$ cat src/rtl/frame_stream_pkg.sv
// Shared types for the sample frame streamer: default sizes, FSM state codes
// and the frame buffer layout (tag followed by the channel words).
package frame_stream_pkg;

    localparam int NUM_CH_DEF = 8;
    localparam int DATA_W_DEF = 32;

    typedef logic [1:0] state_t;

    localparam logic [1:0] ST_IDLE   = 2'd0;
    localparam logic [1:0] ST_HEADER = 2'd1;
    localparam logic [1:0] ST_DATA   = 2'd2;
    localparam logic [1:0] ST_CHECK  = 2'd3;

    typedef struct packed {
        logic [DATA_W_DEF-1:0]                 tag;
        logic [NUM_CH_DEF-1:0][DATA_W_DEF-1:0] ch;
    } frame_t;

endpackage

$ cat src/rtl/frame_buffer_slot.sv
// One frame of storage with a valid flag; load takes priority over clear so a
// slot can be emptied and refilled in the same cycle.
module frame_buffer_slot
    import frame_stream_pkg::*;
#(
    parameter type slot_t = frame_t
) (
    input  logic  clk,
    input  logic  rst_ni,
    input  logic  load_i,
    input  logic  clear_i,
    input  slot_t data_i,
    output logic  valid_o,
    output slot_t data_o
);

    logic  valid_q, valid_d;
    slot_t data_q, data_d;

    always_comb begin
        valid_d = valid_q;
        data_d  = data_q;
        if (load_i) begin
            valid_d = 1'b1;
            data_d  = data_i;
        end else if (clear_i) begin
            valid_d = 1'b0;
        end
    end

    always_ff @(posedge clk or negedge rst_ni) begin
        if (!rst_ni) begin
            valid_q <= 1'b0;
            data_q  <= '0;
        end else begin
            valid_q <= valid_d;
            data_q  <= data_d;
        end
    end

    assign valid_o = valid_q;
    assign data_o  = data_q;

endmodule

$ cat src/rtl/sample_frame_streamer.sv
// Captures a channel snapshot whenever the sync tag changes and streams it as
// tag + channel words. FRAME_CHECKSUM_EN appends an XOR checksum word.
module sample_frame_streamer
    import frame_stream_pkg::*;
#(
    parameter int NUM_CH = NUM_CH_DEF,
    parameter int DATA_W = DATA_W_DEF
) (
    input  logic                           clk,
    input  logic                           rst_ni,
    input  logic [NUM_CH-1:0][DATA_W-1:0]  ch_i,
    input  logic [DATA_W-1:0]              sync_i,
    input  logic                           enable_i,
    output logic [DATA_W-1:0]              m_tdata_o,
    output logic                           m_tvalid_o,
    input  logic                           m_tready_i,
    output logic                           m_tlast_o,
    output logic [15:0]                    drop_cnt_o,
    output logic                           busy_o
);

    localparam int IDX_W = (NUM_CH > 1) ? $clog2(NUM_CH) : 1;
    localparam logic [IDX_W-1:0] LAST_IDX = IDX_W'(NUM_CH - 1);

    typedef struct packed {
        logic [DATA_W-1:0]             tag;
        logic [NUM_CH-1:0][DATA_W-1:0] ch;
    } buf_t;

    state_t            state_q, state_d;
    logic [IDX_W-1:0]  idx_q, idx_d;
    logic [DATA_W-1:0] sync_q, sync_d;
    logic [15:0]       drop_q, drop_d;

    buf_t snap, act_in, act_buf, pend_buf;
    logic act_v, pend_v;
    logic act_load, act_clear, act_from_pend, pend_load, pend_clear;
    logic frame_evt, hs, done, act_free;

    assign frame_evt = enable_i && (sync_i != sync_q);
    assign hs        = m_tvalid_o && m_tready_i;
    assign done      = hs && m_tlast_o;
    assign act_free  = !act_v || done;
    assign sync_d    = sync_i;

    always_comb begin
        snap.tag = sync_i;
        snap.ch  = ch_i;
        act_in   = act_from_pend ? pend_buf : snap;
    end

    frame_buffer_slot #(.slot_t(buf_t)) u_active (
        .clk     (clk),
        .rst_ni  (rst_ni),
        .load_i  (act_load),
        .clear_i (act_clear),
        .data_i  (act_in),
        .valid_o (act_v),
        .data_o  (act_buf)
    );

    frame_buffer_slot #(.slot_t(buf_t)) u_pending (
        .clk     (clk),
        .rst_ni  (rst_ni),
        .load_i  (pend_load),
        .clear_i (pend_clear),
        .data_i  (snap),
        .valid_o (pend_v),
        .data_o  (pend_buf)
    );

    always_comb begin
        state_d       = state_q;
        idx_d         = idx_q;
        drop_d        = drop_q;
        act_load      = 1'b0;
        act_clear     = 1'b0;
        act_from_pend = 1'b0;
        pend_load     = 1'b0;
        pend_clear    = 1'b0;

        case (state_q)
            ST_HEADER: if (hs) begin
                state_d = ST_DATA;
                idx_d   = '0;
            end
            ST_DATA: if (hs) begin
                if (idx_q == LAST_IDX) begin
`ifdef FRAME_CHECKSUM_EN
                    state_d = ST_CHECK;
`endif
                end else begin
                    idx_d = idx_q + 1'b1;
                end
            end
            default: ;
        endcase

        // The final handshake frees the active slot before the event is judged.
        if (act_free) begin
            if (pend_v) begin
                act_load      = 1'b1;
                act_from_pend = 1'b1;
                pend_clear    = 1'b1;
                pend_load     = frame_evt;
                state_d       = ST_HEADER;
            end else if (frame_evt) begin
                act_load = 1'b1;
                state_d  = ST_HEADER;
            end else begin
                act_clear = 1'b1;
                state_d   = ST_IDLE;
            end
        end else if (frame_evt) begin
            if (!pend_v) begin
                pend_load = 1'b1;
            end else if (drop_q != 16'hFFFF) begin
                drop_d = drop_q + 16'd1;
            end
        end
    end

`ifdef FRAME_CHECKSUM_EN
    logic [DATA_W-1:0] csum;
    always_comb begin
        csum = act_buf.tag;
        for (int i = 0; i < NUM_CH; i++) begin
            csum = csum ^ act_buf.ch[i];
        end
    end
`endif

    always_comb begin
        m_tvalid_o = (state_q != ST_IDLE);
        m_tdata_o  = '0;
        m_tlast_o  = 1'b0;
        case (state_q)
            ST_HEADER: m_tdata_o = act_buf.tag;
            ST_DATA: begin
                m_tdata_o = act_buf.ch[idx_q];
`ifndef FRAME_CHECKSUM_EN
                m_tlast_o = (idx_q == LAST_IDX);
`endif
            end
            ST_CHECK: begin
`ifdef FRAME_CHECKSUM_EN
                m_tdata_o = csum;
                m_tlast_o = 1'b1;
`endif
            end
            default: ;
        endcase
    end

    always_ff @(posedge clk or negedge rst_ni) begin
        if (!rst_ni) begin
            state_q <= ST_IDLE;
            idx_q   <= '0;
            sync_q  <= '0;
            drop_q  <= '0;
        end else begin
            state_q <= state_d;
            idx_q   <= idx_d;
            sync_q  <= sync_d;
            drop_q  <= drop_d;
        end
    end

    assign drop_cnt_o = drop_q;
    assign busy_o     = (state_q != ST_IDLE) || pend_v;

endmodule
$ cat config.mk
export PLATFORM = sky130hd
export DESIGN_NAME = sample_frame_streamer
export DESIGN_NICKNAME = d
export VERILOG_FILES = /design/src/rtl/frame_stream_pkg.sv /design/src/rtl/frame_buffer_slot.sv /design/src/rtl/sample_frame_streamer.sv
export SDC_FILE = /design/constraint.sdc
export NUM_CORES = 1
export LEC_CHECK = 0
export BUFFER_PORTS_ARGS = -buffer_cell sky130_fd_sc_hd__buf_2
export CORE_ASPECT_RATIO = 1.75
export CORE_MARGIN = 8
export CORE_UTILIZATION = 40
export DETAILED_ROUTE_END_ITERATION = 12
export GPL_ROUTABILITY_DRIVEN = 0
export MAX_ROUTING_LAYER = met4
export PLACE_DENSITY = 0.58
export RECOVER_POWER = 25
export SYNTH_ARGS = -nofsm -noshare
export SYNTH_HDL_FRONTEND = slang
export SYNTH_SLANG_ARGS = --single-unit
$ cat constraint.sdc
create_clock -name clk -period 4.14 [get_ports clk]
set_input_delay 0 -clock clk [delete_from_list [all_inputs] [get_ports clk]]
set_output_delay 0 -clock clk [all_outputs]
set_load 0.02 [all_outputs]
### Word level (Yosys, flattened, before mapping)

Index checks and enable logic that the tools add are counted.

| word-level totals | value |
|---|---|
| output and inout bits | 51 |
| input port bits | 292 |
| word-level logic and storage cells | 81 |
| register bits | 631 |

| operators by class | value |
|---|---|
| mux-type cells | 30 |
| add/sub/neg operators | 2 |
| equal/unequal tests | 8 |
| bitwise logic cells | 1 |
| reduce and logical (&&, ||, !) cells | 15 |
| order comparisons | 1 |

Operators with widths:

| cell | count |
|---|---|
| 288-bit 2-to-1 mux | 1 |
| 32-bit binary-select mux with 3-bit select | 1 |
| 32-bit case mux with 2 select lines | 1 |
| 32-bit 2-to-1 mux | 1 |
| 32-bit inequality test | 1 |
| 1-bit 2-to-1 mux | 19 |
| 16-bit by 1-bit adder with 16-bit output (second input constant) | 1 |
| 16-bit inequality test (second input constant) | 1 |
| 2-bit nonzero test | 6 |
| 3-bit 2-to-1 mux | 3 |
| 4-bit AND reduction | 2 |
| 2-bit 2-to-1 mux | 3 |
| 2-bit inequality test (second input constant) | 3 |
| 3-bit case mux with 2 select lines | 1 |
| 3-bit by 4-bit < comparator with 1-bit output (second input constant) | 1 |
| 3-bit by 1-bit adder with 3-bit output (second input constant) | 1 |
| 3-bit equality test (second input constant) | 1 |
| 1-bit logical AND | 3 |
| 2-bit by 1-bit equality test with 1-bit output (second input constant) | 1 |
| 2-bit equality test (second input constant) | 1 |
| 1-bit logical OR | 2 |
| 2-bit AND reduction | 1 |
| 1-bit zero test | 1 |
| 1-bit NOT | 1 |

### Longest topological paths before layout

| logic depth | value |
|---|---|
| depth in word-level cells | 7 |
| depth in mapped cells | 12 |
| gate-level depth less buffers | 9 |

### Modules after synthesis

A second synthesis with hierarchy kept.

| second synthesis, totals | value |
|---|---|
| cell total of the unflattened synthesis | 1924 |
| area, all modules | 31188.7 sq um |

By module, submodules not included:

| module | seq. area each (sq um) | area an instance (sq um) | times used | cells an instance |
|---|---|---|---|---|
| frame_buffer_slot | 7231.9 | 11553.6 | 2 | 611 |
| sample_frame_streamer | 1326.3 | 8081.5 | 1 | 702 |

### Worst setup path after synthesis

No wires, ideal clock.

| timing path | value |
|---|---|
| path kind | register -> register |
| from | register state_q[0] |
| to | register u_active.data_q (netlist bit u_active.data_o[246]) |
| stages on the path, launching flop included | 13 |
| buffers on the path | 4 |
| arrival | 3.034 ns |
| data required time | 4.012 ns |
| setup slack | 0.978 ns |
| setup time | 0.128 ns |
| period minus slack after synthesis | 3.162 ns |
| cell sequence | dfrtp_1 -> inv_1 -> ha_1 -> clkbuf_1 -> nand2_1 -> o21a_1 -> inv_1 -> ha_1 -> clkbuf_1 -> clkbuf_1 -> clkbuf_1 -> mux2_2 -> mux2_1 |

| on the way | value |
|---|---|
| word-level cells in the longest chain between the ends | 6 |
| elaborated cells between the ends (all ways) | 9 |
| those cells by class | eq/ne (1); mux (4); reduce/logical (4) |

RTL lines:

| what | line | RTL |
|---|---|---|
| from (decl) | sample_frame_streamer.sv:30 | `state_t state_q, state_d;` |
| from (signal assigned) | sample_frame_streamer.sv:162 | `state_q <= state_d;` |
| 2-bit equality test or 2-bit nonzero test (tied branches) | sample_frame_streamer.sv:137, sample_frame_streamer.sv:134 |  |
| 1-bit 2-to-1 mux or 1-bit logical AND (tied branches) | sample_frame_streamer.sv:137, sample_frame_streamer.sv:41 |  |
| 1-bit logical AND (*) | sample_frame_streamer.sv:42 | `assign done = hs && m_tlast_o;` |
| 1-bit logical OR (*) | sample_frame_streamer.sv:43 | `assign act_free = !act_v \|\| done;` |
| 1-bit 2-to-1 mux | sample_frame_streamer.sv:100 | `if (act_free) begin` |
| 288-bit 2-to-1 mux | sample_frame_streamer.sv:49 | `act_in = act_from_pend ? pend_buf : snap;` |
| to (signal assigned) | frame_buffer_slot.sv:37 | `data_q <= data_d;` |
| to (decl) | frame_buffer_slot.sv:18 | `slot_t data_q, data_d;` |

Mark *: on every way between the ends. The rest lies on a longest branch, timed or not.
A chain may end at the register's enable or synchronous reset.

### Worst setup path after layout

| timing path | value |
|---|---|
| from | register idx_q[1] |
| to | output m_tdata_o[5] |

| on the way | value |
|---|---|
| word-level cells in the longest chain between the ends | 3 |

RTL lines:

| what | line | RTL |
|---|---|---|
| from (decl) | sample_frame_streamer.sv:31 | `logic [IDX_W-1:0] idx_q, idx_d;` |
| from (signal assigned) | sample_frame_streamer.sv:163 | `idx_q <= idx_d;` |
| 32-bit binary-select mux with 3-bit select | sample_frame_streamer.sv:140 | `m_tdata_o = act_buf.ch[idx_q];` |
| 32-bit 2-to-1 mux (implied by the code) | sample_frame_streamer.sv:140 |  |
| 32-bit case mux with 2 select lines | sample_frame_streamer.sv:137 | `case (state_q)` |
| to (decl) | sample_frame_streamer.sv:14 | `output logic [DATA_W-1:0] m_tdata_o,` |

Every way passes these cells. The select of a mux whose other input is x is not followed.

==> metrics.md <==
| Metric | Value |
|---|---|
| I/O pin cnt | `343` |
| Worst setup path class | `reg -> out` |
| Skew-Pair Late Insertion Delay | `620 ps` |
| Number of port buffers | `342` |
| Ys async rst share | `1.00` |
| H-tree depth | `2` |
| Via count | `18,500` |
| Sequential-to-total area share from yosys stat | `0.537` |
| Worst setup startpoint | `idx_q[1]` |
| CP Max Fanout | `33` |
| Gate Count Post-Synth | `1,985` |
| Netlist Area Pre-Place | `29,400 µm²` |
| Commonest cells in the netlist | `mux2_2 (643), dfrtp_1 (631), mux2_1 (222)` |
| Largest net degree at the start of global routing | `113` |
| CTS tree | `done` |
| Slew @ Worst Pin | `2870 ps` |
| Setup crit end kind | `output pin` |
| Area share of the largest cell type after synthesis | `0.537` |
| Layout Cells excl Fill | `3,573` |
| DRT antenna net count | `0` |
| Initial antenna violation count | `17` |
| # rows | `131` |
| Max-cap violations | `1` |
| Die width | `221 µm` |
| Worst hold margin | `117 ps` |
| Total track usage | `0.204` |
| Distinct cells, synth | `35` |
| Mapped Avg Cell Area | `14.8 µm²` |
| Final setup viols | `0` |
| Pins Over Slew Limit | `92` |
| Starting Density | `0.403` |
| Sum Neg Setup Slack | `0 ps` |
| Share of layout cells above drive strength 1 | `0.439` |
| DR WL/cell | `23.1 µm` |
| Min Tclk post-route | `3210 ps` |
| Type of the most critical hold path | `in -> reg` |
| Mapped Nets | `2,284` |
| CTS buffer count | `60` |
| Area growth syn-to-layout | `25.8%` |
| Resized Gates After CTS | `0` |
| RSZ-0062 raised after global routing | `false` |
| Post-synth EDFFs | `0` |
| Violated checks | `max-capacitance violations, max-slew violations` |
| Final hold vios | `0` |
| Crit path DAT | `3210 ps` |
| DR pass1 iterations | `4` |
| Dpl cells | `3,166` |
| Multi-input combinational cell area | `12,900 µm²` |
| CP Launch Type | `flop` |
| Slew headroom | `-0.914` |
| Post-DP HPWL | `57,200 µm` |
| Most numerous cell in the Yosys netlist | `mux2_2` |
| DRC viols | `0` |
| First-pass GRT wire length | `128,000 µm` |
| Clock skew | `14.1 ps` |
| Top cells by area, synth | `dfrtp_1 (54%), mux2_2 (25%), mux2_1 (8.5%), mux4_2 (4.9%), nand2_1 (1.3%)` |
| Iter 0 DRT Violations | `811` |
| Most used DFF post-synth | `dfrtp_1` |
| Num Clock Sinks | `631` |
| CTS Root Cell | `clkbuf_16` |
| Reg area | `15,800 µm²` |
| CP required | `4140 ps` |
| Worst R2R Start | `state_q[0]` |
| Area leader, netlist | `dfrtp_1` |
| Hold Startpoint | `sync_i[22]` |
| Core area | `72,900 µm²` |
| Final wirelength | `82,600 µm` |
| # fillers | `6,275` |
| Vias per inst | `5.17` |
| Die ar. | `82,800 µm²` |
| Max VDD drop | `0.380 mV` |
| Final period utilization | `0.776` |
| Die H | `375 µm` |
| Fmax achieved | `311 MHz` |
| Vias in the first global route | `20,600` |
| Grt ovf | `0` |
| Layout Nets | `2,887` |
| CTS clock-pin slew for the worst setup and hold paths | `60 ps` |
| Status | `finished, violations left` |
| Clk buf depth | `3` |
| YS warnings | `0` |
| Static Leak | `0.0166 µW` |
| Post-synthesis register bit count | `631` |
| PwrDens | `608 nW/µm²` |
[cell families (layout without fill, tap and decap cells)]
family | after synthesis | in the layout | synth area share
AO/OA/AOI/OAI | 43 | 43 | 0.0109
XOR/XNOR | 47 | 47 | 0.0140
adder cells (fa/ha/maj) | 7 | 7 | 0.00298
buffers and inverters | 139 | 782 | 0.0247
flip-flops | 631 | 631 | 0.537
multiplexers | 930 | 930 | 0.380
other | 0 | 14 | 0
AND/OR/NAND/NOR | 188 | 188 | 0.0304
[stage by stage]
stage	area (µm²)	util	worst slack [ps]	total power [µW]
after CTS	37100	0.508	858	22900
after floorplan	29400	-	978	14200
after global placement	32200	0.441	1110	16700
after global routing	37000	0.508	701	23800
final	37000	0.508	929	22500
after detailed placement	32200	0.441	1130	17000
[area by class of cell]
cell class              instances  share of cell area
clock buffers                  88              0.0488
multi-input cells            1215               0.349
clock inverters                14             0.00416
repair buffers                671               0.138
inverters                       9            0.000912
well taps                     931              0.0315
diodes                         14            0.000946
flip-flops and latches        631               0.427
[layer usage]
layer | vias up | share of wire | global-route usage
li1 | 8409 | - | -
met5 | - | 0 | -
met3 | 106 | 0.039 | 0.0331
met2 | 395 | 0.51 | 0.351
met1 | 9572 | 0.43 | 0.249
met4 | 0 | 0.025 | 0.0541
[where the power goes]
part           total, µW  switching, µW  internal [µW]
Sequential          9870           1230           8640
Combinational       7070           3490           3570
Clock               5590           2410           3180
[worst max-delay path, cell delays in order, from the launching register on]
cell     delay (ps)
dfrtp_2         410
buf_4           290
inv_1           610
buf_4           370
nand2_1         110
nand2_1          90
a22oi_1          60
nor2b_1         360
buf_2           250
[registers in the layout (all words and copies together), names as in the netlist]
signal,flops
sync_q,32
drop_cnt_o,16
state_q,2
u_pending.valid_o,1
idx_q,3
u_active.valid_o,1
u_pending.data_o,288
u_active.data_o,288
[path summary, 6_finish.rpt]
| kind | end | slack [ps] | cells after the start |
|---|---|---|---|
| worst max-delay path | m_tdata_o[5] | 930 | 8 |
| worst min-delay path | sync_q[22] | 120 | 2 |
| worst max register to register | u_active.data_o[72] | 1150 | 11 |
| worst min register to register | u_active.data_o[170] | 490 | 1 |
| max in group asynchronous | u_active.data_o[87] | 1240 | 3 |
| min in group asynchronous | u_pending.data_o[231] | 810 | 2 |
[cells in the final DEF (no fill, tap or decap), types with 11 or more instances in the layout]
cell           instances
mux2_2               643
dfrtp_1              628
buf_2                309
dlygate4sd3_1        291
mux2_1               222
nand2_1              104
mux4_2                64
clkbuf_16             61
clkbuf_1              44
xnor2_1               36
a22oi_1               32
nor2b_1               32
buf_12                20
clkbuf_8              18
nand3_1               15
diode_2               14
buf_4                 14
nand4_1               12
xor2_1                11
[timing repair]
| item | in CTS | in global routing |
|---|---|---|
| endpoints found under the hold margin | 713 | 0 |
| hold buffers | 291 | 0 |
| setup buffers | 0 | 0 |
Power figures use the tool's default switching activity.
